--- src/rtl/main_memory_pkg.sv ---
// Shared constants, types and helpers for the main-memory arbiter slice.
// Sized for the 32-bit x 65000-word on-chip memory and up to four requesters.
package main_memory_pkg;

  localparam int MEM_ADDR_W = 16;
  localparam int MEM_DATA_W = 32;
  localparam int MEM_DEPTH  = 65000;
  localparam int MEM_BE_W   = 4;

  localparam int MAX_REQ   = 4;
  localparam int REQ_IDX_W = 2;

  typedef struct packed {
    logic                 pend;
    logic [REQ_IDX_W-1:0] owner;
    logic                 oob;
  } rd_slot_t;

  function automatic logic [REQ_IDX_W-1:0] onehot_to_idx(input logic [MAX_REQ-1:0] onehot);
    onehot_to_idx = '0;
    for (int i = 0; i < MAX_REQ; i++) begin
      if (onehot[i]) onehot_to_idx = REQ_IDX_W'(i);
    end
  endfunction

  function automatic logic [REQ_IDX_W-1:0] rr_next(input logic [REQ_IDX_W-1:0] idx, input int num_req);
    rr_next = (int'(idx) + 1 >= num_req) ? '0 : idx + 1'b1;
  endfunction

endpackage

--- src/rtl/main_memory_arbiter_if.sv ---
// Requester-side and memory-side bus bundle of the main-memory arbiter.
// The arbiter takes the slave view; requesters plus the memory macro take the master view.
interface main_memory_arbiter_if
  import main_memory_pkg::*;
#(
  parameter int NUM_REQ = 2,
  parameter int ADDR_W  = MEM_ADDR_W,
  parameter int DATA_W  = MEM_DATA_W
);
  localparam int BE_W = DATA_W / 8;

  logic [NUM_REQ*ADDR_W-1:0] req_address;
  logic [NUM_REQ*BE_W-1:0]   req_byteenable;
  logic [NUM_REQ-1:0]        req_read;
  logic [NUM_REQ-1:0]        req_write;
  logic [NUM_REQ-1:0]        req_lock;
  logic [NUM_REQ*DATA_W-1:0] req_writedata;
  logic [NUM_REQ-1:0]        req_waitrequest;
  logic [DATA_W-1:0]         req_readdata;
  logic [NUM_REQ-1:0]        req_readdatavalid;

  logic [ADDR_W-1:0]         mem_address;
  logic [BE_W-1:0]           mem_byteenable;
  logic [DATA_W-1:0]         mem_writedata;
  logic                      mem_chipselect;
  logic                      mem_write;
  logic                      mem_clken;
  logic [DATA_W-1:0]         mem_readdata;

  modport slave (
    input  req_address, req_byteenable, req_read, req_write, req_lock, req_writedata,
           mem_readdata,
    output req_waitrequest, req_readdata, req_readdatavalid,
           mem_address, mem_byteenable, mem_writedata, mem_chipselect, mem_write, mem_clken
  );

  modport master (
    output req_address, req_byteenable, req_read, req_write, req_lock, req_writedata,
           mem_readdata,
    input  req_waitrequest, req_readdata, req_readdatavalid,
           mem_address, mem_byteenable, mem_writedata, mem_chipselect, mem_write, mem_clken
  );

endinterface

--- src/rtl/rr_priority_select.sv ---
// Combinational round-robin picker: grants the first active requester at or after
// prio_ptr, or only the lock owner while a lock is held.
module rr_priority_select
  import main_memory_pkg::*;
#(
  parameter int NUM_REQ = 2
) (
  input  logic [MAX_REQ-1:0]   act,
  input  logic [REQ_IDX_W-1:0] prio_ptr,
  input  logic                 lock_valid,
  input  logic [REQ_IDX_W-1:0] lock_owner,
  output logic [MAX_REQ-1:0]   grant,
  output logic [REQ_IDX_W-1:0] grant_idx,
  output logic                 grant_valid
);

  logic [REQ_IDX_W-1:0] scan_idx;
  logic                 found;

  always_comb begin
    grant    = '0;
    scan_idx = '0;
    found    = 1'b0;
    if (lock_valid) begin
      grant[lock_owner] = act[lock_owner];
    end else begin
      for (int k = 0; k < NUM_REQ; k++) begin
        scan_idx = REQ_IDX_W'((int'(prio_ptr) + k) % NUM_REQ);
        if (!found && act[scan_idx]) begin
          grant[scan_idx] = 1'b1;
          found           = 1'b1;
        end
      end
    end
  end

  assign grant_idx   = onehot_to_idx(grant);
  assign grant_valid = |grant;

endmodule

--- src/rtl/main_memory_arbiter.sv ---
// Round-robin arbiter sharing the single-port main memory between NUM_REQ requesters,
// with per-requester locking, 1-cycle read return routing and sticky out-of-range error.
module main_memory_arbiter
  import main_memory_pkg::*;
#(
  parameter int NUM_REQ   = 2,
  parameter int ADDR_W    = MEM_ADDR_W,
  parameter int DATA_W    = MEM_DATA_W,
  parameter int MEM_DEPTH = main_memory_pkg::MEM_DEPTH
) (
  input  logic                  clk,
  input  logic                  reset_n,
  main_memory_arbiter_if.slave  bus,
  input  logic                  err_clear,
  output logic                  err_oob
);

  localparam int BE_W = DATA_W / 8;

  logic [MAX_REQ-1:0]   rd_wide, wr_wide, lock_wide, act_wide, grant_wide, rdv_wide;
  logic [ADDR_W-1:0]    addr_arr  [MAX_REQ];
  logic [BE_W-1:0]      be_arr    [MAX_REQ];
  logic [DATA_W-1:0]    wdata_arr [MAX_REQ];

  logic [REQ_IDX_W-1:0] prio_ptr, lock_owner, grant_idx;
  logic                 lock_valid, grant_valid, accept;
  logic                 sel_rd, sel_wr, sel_in_range;
  logic [ADDR_W-1:0]    sel_addr, addr_hold;
  rd_slot_t             rd_q;

  assign rd_wide   = MAX_REQ'(bus.req_read);
  assign wr_wide   = MAX_REQ'(bus.req_write);
  assign lock_wide = MAX_REQ'(bus.req_lock);
  assign act_wide  = rd_wide | wr_wide;

  // Unpack the flat per-requester buses; unused slots read as zero.
  for (genvar i = 0; i < MAX_REQ; i++) begin : g_unpack
    if (i < NUM_REQ) begin : g_live
      assign addr_arr[i]  = bus.req_address[i*ADDR_W +: ADDR_W];
      assign be_arr[i]    = bus.req_byteenable[i*BE_W +: BE_W];
      assign wdata_arr[i] = bus.req_writedata[i*DATA_W +: DATA_W];
    end else begin : g_unused
      assign addr_arr[i]  = '0;
      assign be_arr[i]    = '0;
      assign wdata_arr[i] = '0;
    end
  end

  rr_priority_select #(.NUM_REQ(NUM_REQ)) u_select (
    .act         (act_wide),
    .prio_ptr    (prio_ptr),
    .lock_valid  (lock_valid),
    .lock_owner  (lock_owner),
    .grant       (grant_wide),
    .grant_idx   (grant_idx),
    .grant_valid (grant_valid)
  );

  // No command is accepted while reset is held, so every active requester waits.
  assign accept       = grant_valid & reset_n;
  assign sel_addr     = addr_arr[grant_idx];
  assign sel_wr       = wr_wide[grant_idx];
  assign sel_rd       = rd_wide[grant_idx] & ~sel_wr;
  assign sel_in_range = 32'(sel_addr) < 32'(MEM_DEPTH);

  assign bus.req_waitrequest = (bus.req_read | bus.req_write)
                             & ~(grant_wide[NUM_REQ-1:0] & {NUM_REQ{reset_n}});

  assign bus.mem_address    = accept ? sel_addr : addr_hold;
  assign bus.mem_byteenable = be_arr[grant_idx];
  assign bus.mem_writedata  = wdata_arr[grant_idx];
  assign bus.mem_chipselect = accept & sel_in_range;
  assign bus.mem_write      = accept & sel_wr & sel_in_range;
  assign bus.mem_clken      = 1'b1;

  assign rdv_wide              = rd_q.pend ? (MAX_REQ'(1) << rd_q.owner) : '0;
  assign bus.req_readdatavalid = rdv_wide[NUM_REQ-1:0];
  assign bus.req_readdata      = (rd_q.pend && !rd_q.oob) ? bus.mem_readdata : '0;

  // Arbitration state: pointer, lock, one read slot in flight and the sticky error.
  always_ff @(posedge clk or negedge reset_n) begin
    if (!reset_n) begin
      prio_ptr   <= '0;
      lock_valid <= 1'b0;
      lock_owner <= '0;
      rd_q       <= '0;
      addr_hold  <= '0;
      err_oob    <= 1'b0;
    end else begin
      rd_q.pend  <= accept & sel_rd;
      rd_q.owner <= grant_idx;
      rd_q.oob   <= ~sel_in_range;
      if (accept) begin
        prio_ptr   <= rr_next(grant_idx, NUM_REQ);
        lock_valid <= lock_wide[grant_idx];
        lock_owner <= grant_idx;
        addr_hold  <= sel_addr;
      end else if (lock_valid && !lock_wide[lock_owner]) begin
        lock_valid <= 1'b0;
      end
      if (accept && (!sel_in_range || (rd_wide[grant_idx] && sel_wr))) begin
        err_oob <= 1'b1;
      end else if (err_clear) begin
        err_oob <= 1'b0;
      end
    end
  end

endmodule

--- src/flat_wrapper.sv ---
// flat-port wrapper written by rule: the top's interface ports become plain ports
module main_memory_arbiter_flat import main_memory_pkg::*;
#(
  parameter int NUM_REQ   = 2,
  parameter int ADDR_W    = MEM_ADDR_W,
  parameter int DATA_W    = MEM_DATA_W,
  parameter int MEM_DEPTH = main_memory_pkg::MEM_DEPTH
)
  (clk, reset_n, err_clear, err_oob, bus_req_address, bus_req_byteenable, bus_req_read, bus_req_write, bus_req_lock, bus_req_writedata, bus_mem_readdata, bus_req_waitrequest, bus_req_readdata, bus_req_readdatavalid, bus_mem_address, bus_mem_byteenable, bus_mem_writedata, bus_mem_chipselect, bus_mem_write, bus_mem_clken);
  main_memory_arbiter_if #(.NUM_REQ(NUM_REQ), .ADDR_W(ADDR_W), .DATA_W(DATA_W)) bus_i ();
  input  logic clk;
  input  logic reset_n;
  input  logic err_clear;
  output logic err_oob;
  input wire logic [$bits(bus_i.req_address)-1:0] bus_req_address;
  input wire logic [$bits(bus_i.req_byteenable)-1:0] bus_req_byteenable;
  input wire logic [$bits(bus_i.req_read)-1:0] bus_req_read;
  input wire logic [$bits(bus_i.req_write)-1:0] bus_req_write;
  input wire logic [$bits(bus_i.req_lock)-1:0] bus_req_lock;
  input wire logic [$bits(bus_i.req_writedata)-1:0] bus_req_writedata;
  input wire logic [$bits(bus_i.mem_readdata)-1:0] bus_mem_readdata;
  output wire logic [$bits(bus_i.req_waitrequest)-1:0] bus_req_waitrequest;
  output wire logic [$bits(bus_i.req_readdata)-1:0] bus_req_readdata;
  output wire logic [$bits(bus_i.req_readdatavalid)-1:0] bus_req_readdatavalid;
  output wire logic [$bits(bus_i.mem_address)-1:0] bus_mem_address;
  output wire logic [$bits(bus_i.mem_byteenable)-1:0] bus_mem_byteenable;
  output wire logic [$bits(bus_i.mem_writedata)-1:0] bus_mem_writedata;
  output wire logic [$bits(bus_i.mem_chipselect)-1:0] bus_mem_chipselect;
  output wire logic [$bits(bus_i.mem_write)-1:0] bus_mem_write;
  output wire logic [$bits(bus_i.mem_clken)-1:0] bus_mem_clken;
  assign bus_i.req_address = bus_req_address;
  assign bus_i.req_byteenable = bus_req_byteenable;
  assign bus_i.req_read = bus_req_read;
  assign bus_i.req_write = bus_req_write;
  assign bus_i.req_lock = bus_req_lock;
  assign bus_i.req_writedata = bus_req_writedata;
  assign bus_i.mem_readdata = bus_mem_readdata;
  assign bus_req_waitrequest = bus_i.req_waitrequest;
  assign bus_req_readdata = bus_i.req_readdata;
  assign bus_req_readdatavalid = bus_i.req_readdatavalid;
  assign bus_mem_address = bus_i.mem_address;
  assign bus_mem_byteenable = bus_i.mem_byteenable;
  assign bus_mem_writedata = bus_i.mem_writedata;
  assign bus_mem_chipselect = bus_i.mem_chipselect;
  assign bus_mem_write = bus_i.mem_write;
  assign bus_mem_clken = bus_i.mem_clken;
  main_memory_arbiter #(.NUM_REQ(NUM_REQ), .ADDR_W(ADDR_W), .DATA_W(DATA_W), .MEM_DEPTH(MEM_DEPTH)) u_core (.clk(clk), .reset_n(reset_n), .bus(bus_i), .err_clear(err_clear), .err_oob(err_oob));
endmodule
--- config.mk ---
export PLATFORM = sky130hd
export DESIGN_NAME = main_memory_arbiter_flat
export DESIGN_NICKNAME = d
export VERILOG_FILES = /design/src/rtl/main_memory_pkg.sv /design/src/rtl/main_memory_arbiter_if.sv /design/src/rtl/rr_priority_select.sv /design/src/rtl/main_memory_arbiter.sv /design/src/flat_wrapper.sv
export SDC_FILE = /design/constraint.sdc
export NUM_CORES = 1
export LEC_CHECK = 0
export ABC_AREA = 0
export BUFFER_PORTS_ARGS = -buffer_cell sky130_fd_sc_hd__buf_4
export CORE_AREA = 2 2 92 94
export DETAILED_ROUTE_END_ITERATION = 7
export DIE_AREA = 0 0 94 96
export HOLD_SLACK_MARGIN = 0.03
export PLACE_DENSITY = 0.65
export SYNTH_ARGS = -nofsm -noshare
export SYNTH_HDL_FRONTEND = slang
export SYNTH_HIERARCHICAL = 1
export SYNTH_SLANG_ARGS = --single-unit
--- constraint.sdc ---
create_clock -name clk -period 4.1 [get_ports clk]
set_input_delay 0.82 -clock clk [delete_from_list [all_inputs] [get_ports clk]]
set_output_delay 0.82 -clock clk [all_outputs]
set_load 0.05 [all_outputs]
Word-level counts from Yosys, hierarchy flattened
Index checks and enable logic that the tools add are counted.

cells by class
  add/subtract/negate cells = 3
  multiply operators = 0
  div/mod/pow operators = 0
  order comparisons = 10
  equality and inequality tests = 0
  shift-type cells = 1
  muxes and demuxes = 46
  bitwise gates (word level) = 17
  reduce and logical (&&, ||, !) cells = 16

operator list
  operator                count
  $mux W32                3
  $bmux W32 S2            1
  $mux W16                3
  $bmux W16 S2            1
  $ge A32 B3 Y1 const B   1
  $mux W4                 5
  $mux W1                 19
  $lt A16 B16 Y1 const B  1
  $bmux W1 S2             6
  $lt A2 B3 Y1 const B    3
  $bmux W4 S2             1
  $logic_and A1 B1 Y1     8
  $mux W2                 4
  $and A1 B1 Y1           6
  $and A2 B2 Y2           2
  $and A4 B4 Y4           1
  $demux W1 S2            2
  $ge A2 B1 Y1 const B    2
  $logic_not A1 Y1        4
  $or A2 B2 Y2            2
  $or A4 B4 Y4            1
  $reduce_bool A2 Y1      2
  $reduce_or A4 Y1        1
  $add A2 B1 Y3 const B   1
  other kinds (11)        13

word-level totals
  bits in registers = 25
  bits in latches = 0
  RAM bits = 0
  memory bits (read-only) = 0
  input port bits = 145
  output and inout port bits = 92
  word-level logic and storage cells = 101
  memories = 0

Logic depth before layout (Yosys ltp)
  depth in word-level cells = 21
  gate-level depth with buffers = 9
  depth with buffers taken out = 8

Cells and area by module
The synthesis kept the hierarchy.

modules (own cells, without submodules)
  module               times used  cells an instance  area an instance (sq um)
  main_memory_arbiter  1           253                2112.0
  rr_priority_select   1           19                 107.6

Least setup slack after synthesis
No wires, ideal clock.

  kind = input port to output port
  from = input bus_req_write[0]
  to = output bus_mem_address[2]
  data arrival time = 3.245 ns
  data required time = 3.280 ns
  path slack = 0.035 ns
  stages on the path = 8
  path buffers = 3
  cell sequence = or2_2 or3b_1 a31o_1 buf_6 buf_6 buf_2 mux2i_1 o21ai_0

on the way
  word-level cells in the longest chain between the ends = 17

RTL lines
  element                                         RTL line                   RTL
  start: declaration                              flat_wrapper.sv:18         input wire logic [$bits(bus_i.req_write)-1:0] bus_req_write;
  $or A2 B2 Y2 *                                  main_memory_arbiter.sv:34  assign act_wide = rd_wide | wr_wide;
  $mux W1 (implied by the code) (2 in series)     rr_priority_select.sv:29   if (!found && act[scan_idx]) begin
  $mux W1                                         rr_priority_select.sv:29
  $mux W1                                         rr_priority_select.sv:24   if (lock_valid) begin
  $logic_not A1 Y1                                rr_priority_select.sv:29
  $logic_and A1 B1 Y1                             rr_priority_select.sv:29
  $mux W4                                         rr_priority_select.sv:29
  $mux W4 *                                       rr_priority_select.sv:24
  $mux W1                                         main_memory_pkg.sv:22      if (onehot[i]) onehot_to_idx = REQ_IDX_W'(i);
  $mux W2                                         main_memory_pkg.sv:22
  $mux W2 *                                       main_memory_pkg.sv:22
  named net u_core.grant_idx[0]                   main_memory_arbiter.sv:25  logic [REQ_IDX_W-1:0] prio_ptr, lock_owner, grant_idx;
  $not A2 Y3 (implied by the code) *              main_memory_arbiter.sv:61  assign sel_addr = addr_arr[grant_idx];
  $bmux W16 S2 *                                  main_memory_arbiter.sv:61
  $mux W16 (implied by the code) * (2 in series)  main_memory_arbiter.sv:61
  $mux W16 *                                      main_memory_arbiter.sv:69  assign bus.mem_address = accept ? sel_addr : addr_hold;
  end: declaration                                flat_wrapper.sv:25         output wire logic [$bits(bus_i.mem_address)-1:0] bus_mem_address;

The timed path passes the listed nets; every way through them passes the cells marked *. The select of a mux whose other input is x is not followed.

Worst setup path in the final report
  from = input bus_req_write[0]
  to = output bus_mem_write

on the way
  word-level cells in the longest chain between the ends = 18

RTL lines
  element                                       RTL line                   RTL
  $or A2 B2 Y2 *                                main_memory_arbiter.sv:34
  named net u_core.act_wide[0]                  main_memory_arbiter.sv:20  logic [MAX_REQ-1:0] rd_wide, wr_wide, lock_wide, act_wide, grant_wide, rdv_wide;
  $mux W1 (implied by the code) (2 in series)   rr_priority_select.sv:29
  $mux W1                                       rr_priority_select.sv:29
  $mux W1                                       rr_priority_select.sv:24
  $logic_not A1 Y1                              rr_priority_select.sv:29
  $logic_and A1 B1 Y1                           rr_priority_select.sv:29
  $mux W4                                       rr_priority_select.sv:29
  [2 not listed]                                n/a
  $mux W2                                       main_memory_pkg.sv:22
  $mux W2 *                                     main_memory_pkg.sv:22
  named net u_core.grant_idx[0]                 main_memory_arbiter.sv:25
  $not A2 Y3 (implied by the code)              main_memory_arbiter.sv:61
  $bmux W16 S2                                  main_memory_arbiter.sv:61
  $mux W16 (implied by the code) (2 in series)  main_memory_arbiter.sv:61
  $lt A16 B16 Y1                                main_memory_arbiter.sv:64  assign sel_in_range = 32'(sel_addr) < 32'(MEM_DEPTH);
  $and A1 B1 Y1 *                               main_memory_arbiter.sv:73  assign bus.mem_write = accept & sel_wr & sel_in_range;
  end: declaration                              flat_wrapper.sv:29         output wire logic [$bits(bus_i.mem_write)-1:0] bus_mem_write;

Marked as above.

==> run_results.csv <==
group,metric,value,unit
run_status,run_status,"finished with violations",
run_status,failed_checks,"slew limit",
critical_path,worst_setup_path_end_kind,"output port",
clock_network,clock_tree.root_cell,"sky130_fd_sc_hd__clkbuf_8",
timing,max_slew.worst_pin.slew,3.49,ns
clock_network,cts.clk_slew.worst_paths,0.08,ns
placement,post-dp-hpwl,7170,um
route,drt_drc_violations_left,0,
critical_path,critPathRequiredTime,3.28,ns
route,routed_antenna_nets,0,
clock_network,post_cts.repair.setup_buffers,0,
clock_network,num_clock_sinks,25,
finish,core_util_final,50.4,%
timing,post-route-period-util,92.4,%
floorplanning,die_area,9020,um2
floorplanning,die_height,96,um
critical_path,setup.worst_path.start,"bus_req_write[0]",
clock_network,clkLatencyLatePin,0.26,ns
route,firstDrtPassIters,4,
placement,place.port_buffers,235,
finish,finish.net_count,639,
power,power-per-cell-area,500,nW/um2
floorplanning,num_io_pins,237,
critical_path,ff2ff_path_depth,8,
critical_path,worst_setup_path_start_kind,"input port",
placement,globalplace.congestion,0.785,
timing,fin_setup_tns,0,ns
finish,most_frequent_cells_in_the_layout,"241 x sky130_fd_sc_hd__buf_4, 55 x sky130_fd_sc_hd__mux2i_1, 42 x sky130_fd_sc_hd__nor2_1, 32 x sky130_fd_sc_hd__and2_1",
timing,setup_repair_after_global_routing_missed_its_margin,"false",
job,cap_violations,0,
finish,post_route_cells_drive_above_1_share,51.4,%
power,ir_drop,295,uV
route,drt_wl_total,8500,um
critical_path,crit-reg2reg-launch,"u_core/lock_owner[0]$_DFFE_PN0P_",
global_routing,antenna_violations_before_repair,0,
route,viasPerCell,4.60,
floorplanning,design.core.area,8050,um2
synthesis,synth-warning-count,6,
global_routing,grt_pass1_wl,12700,um
global_routing,grt_overall_usage,17.8,%
finish,final_common_cell,"sky130_fd_sc_hd__buf_4",
critical_path,path_class,"in2out",
critical_path,cp_max_fo,19,
timing,slew_headroom,-133,%
floorplanning,die_x,94,um
clock_network,clock_tree.buffer_depth,2,
timing,timing_hold_violations_final,0,
finish,final_area,4060,um2
global_routing,grt.overflow.total,0,
timing,finalSetupViolCount,0,
synthesis,post_synth_instance_area,2170,um2
power,leakage,2.23,nW
clock_network,cts.hold.buffers_added,0,
clock_network,tritoncts,"yes",
hold_path,worstHoldPathType,"in2async",
clock_network,postCtsResizedCells,0,
route,drc_marker_count_from_the_first_detailed_route_iteration,91,
finish,antenna_cells_inserted,0,
clock_network,cts_buffers,3,
critical_path,worst_ep_arrival_time,2.97,ns
timing,fmaxAchievable,0.264,GHz
synthesis,synth_area_per_cell,8.14,um2
power,total_power,2.03,mW
route,wl_per_cell,14.2,um
finish,area.growth.synth_to_final,87.5,%
floorplanning,initial_utilization,26.9,%
placement,place_area,4020,um2
timing,worst_case_hold_slack,0.466,ns
synthesis,synthCells,266,
floorplanning,row_count,33,
timing,max_slew_violation_count,49,
global_routing,number_of_global_route_vias_before_repair,2728,
clock_network,cts_h_tree_depth,1,
route,vias,2745,
timing,clock-skew-final,0.00315,ns
global_routing,largest_net_degree_at_the_start_of_global_routing,49,
timing,period_minus_slack,3.79,ns
[registers in the layout (all words and copies together), names as in the netlist]
name and flops:
u_core/lock_valid 1, u_core/prio_ptr 1, u_core/addr_hold 16, u_core/lock_owner 2, u_core/rd_q 4, u_core/err_oob 1
[worst paths after layout]
check	slack [ns]	end
worst max-delay path	0.31	bus_mem_write
worst min-delay path	0.47	u_core/addr_hold[12]$_DFF_PN0_
worst max register to register	1.58	u_core/err_oob$_DFFE_PN0P_
worst min register to register	0.48	u_core/addr_hold[6]$_DFF_PN0_
max in group asynchronous	3.36	u_core/rd_q[2]$_DFF_PN0_
min in group clk	0.48	u_core/addr_hold[6]$_DFF_PN0_
[through the flow]
step	cells	worst slack, ns
floorplan	267	0.0352
global placement	593	0.394
detailed placement	593	0.318
CTS	597	0.321
global route	597	0.172
finish	597	0.313
[routing by layer]
| metal | GRT usage (%) | vias up | share of wire [%] |
|---|---|---|---|
| met1 | 18.1 | 1211 | 32 |
| met4 | 6.52 | 0 | 2.6 |
| li1 | - | 1352 | - |
| met5 | 0 | - | 0 |
| met2 | 35.3 | 170 | 54 |
| met3 | 3.99 | 12 | 11 |
[final cells by class]
type | instances | area [um2]
fillers | 796 | 3990
repair buffers | 241 | 1810
multi-input cells | 217 | 1430
flip-flops and latches | 25 | 626
well taps | 105 | 131
clock buffers | 4 | 45.0
inverters | 5 | 18.8
[worst max-delay path: stages]
cell,delay (ns)
sky130_fd_sc_hd__buf_4,0.11
sky130_fd_sc_hd__or2_2,0.33
sky130_fd_sc_hd__or3b_1,0.21
sky130_fd_sc_hd__a31o_4,0.34
sky130_fd_sc_hd__mux2i_1,0.28
sky130_fd_sc_hd__a211oi_1,0.10
sky130_fd_sc_hd__o221a_2,0.28
sky130_fd_sc_hd__nor4_2,0.24
sky130_fd_sc_hd__buf_4,0.25
[where the power goes]
| part | internal, mW | leakage (nW) | switching, mW |
|---|---|---|---|
| Clock | 0.0693 | 0.0228 | 0.0731 |
| Combinational | 0.543 | 1.89 | 1.00 |
| Sequential | 0.310 | 0.313 | 0.0314 |
| Total | 0.923 | 2.23 | 1.11 |
No activity file was read; power rests on OpenSTA's default activity.
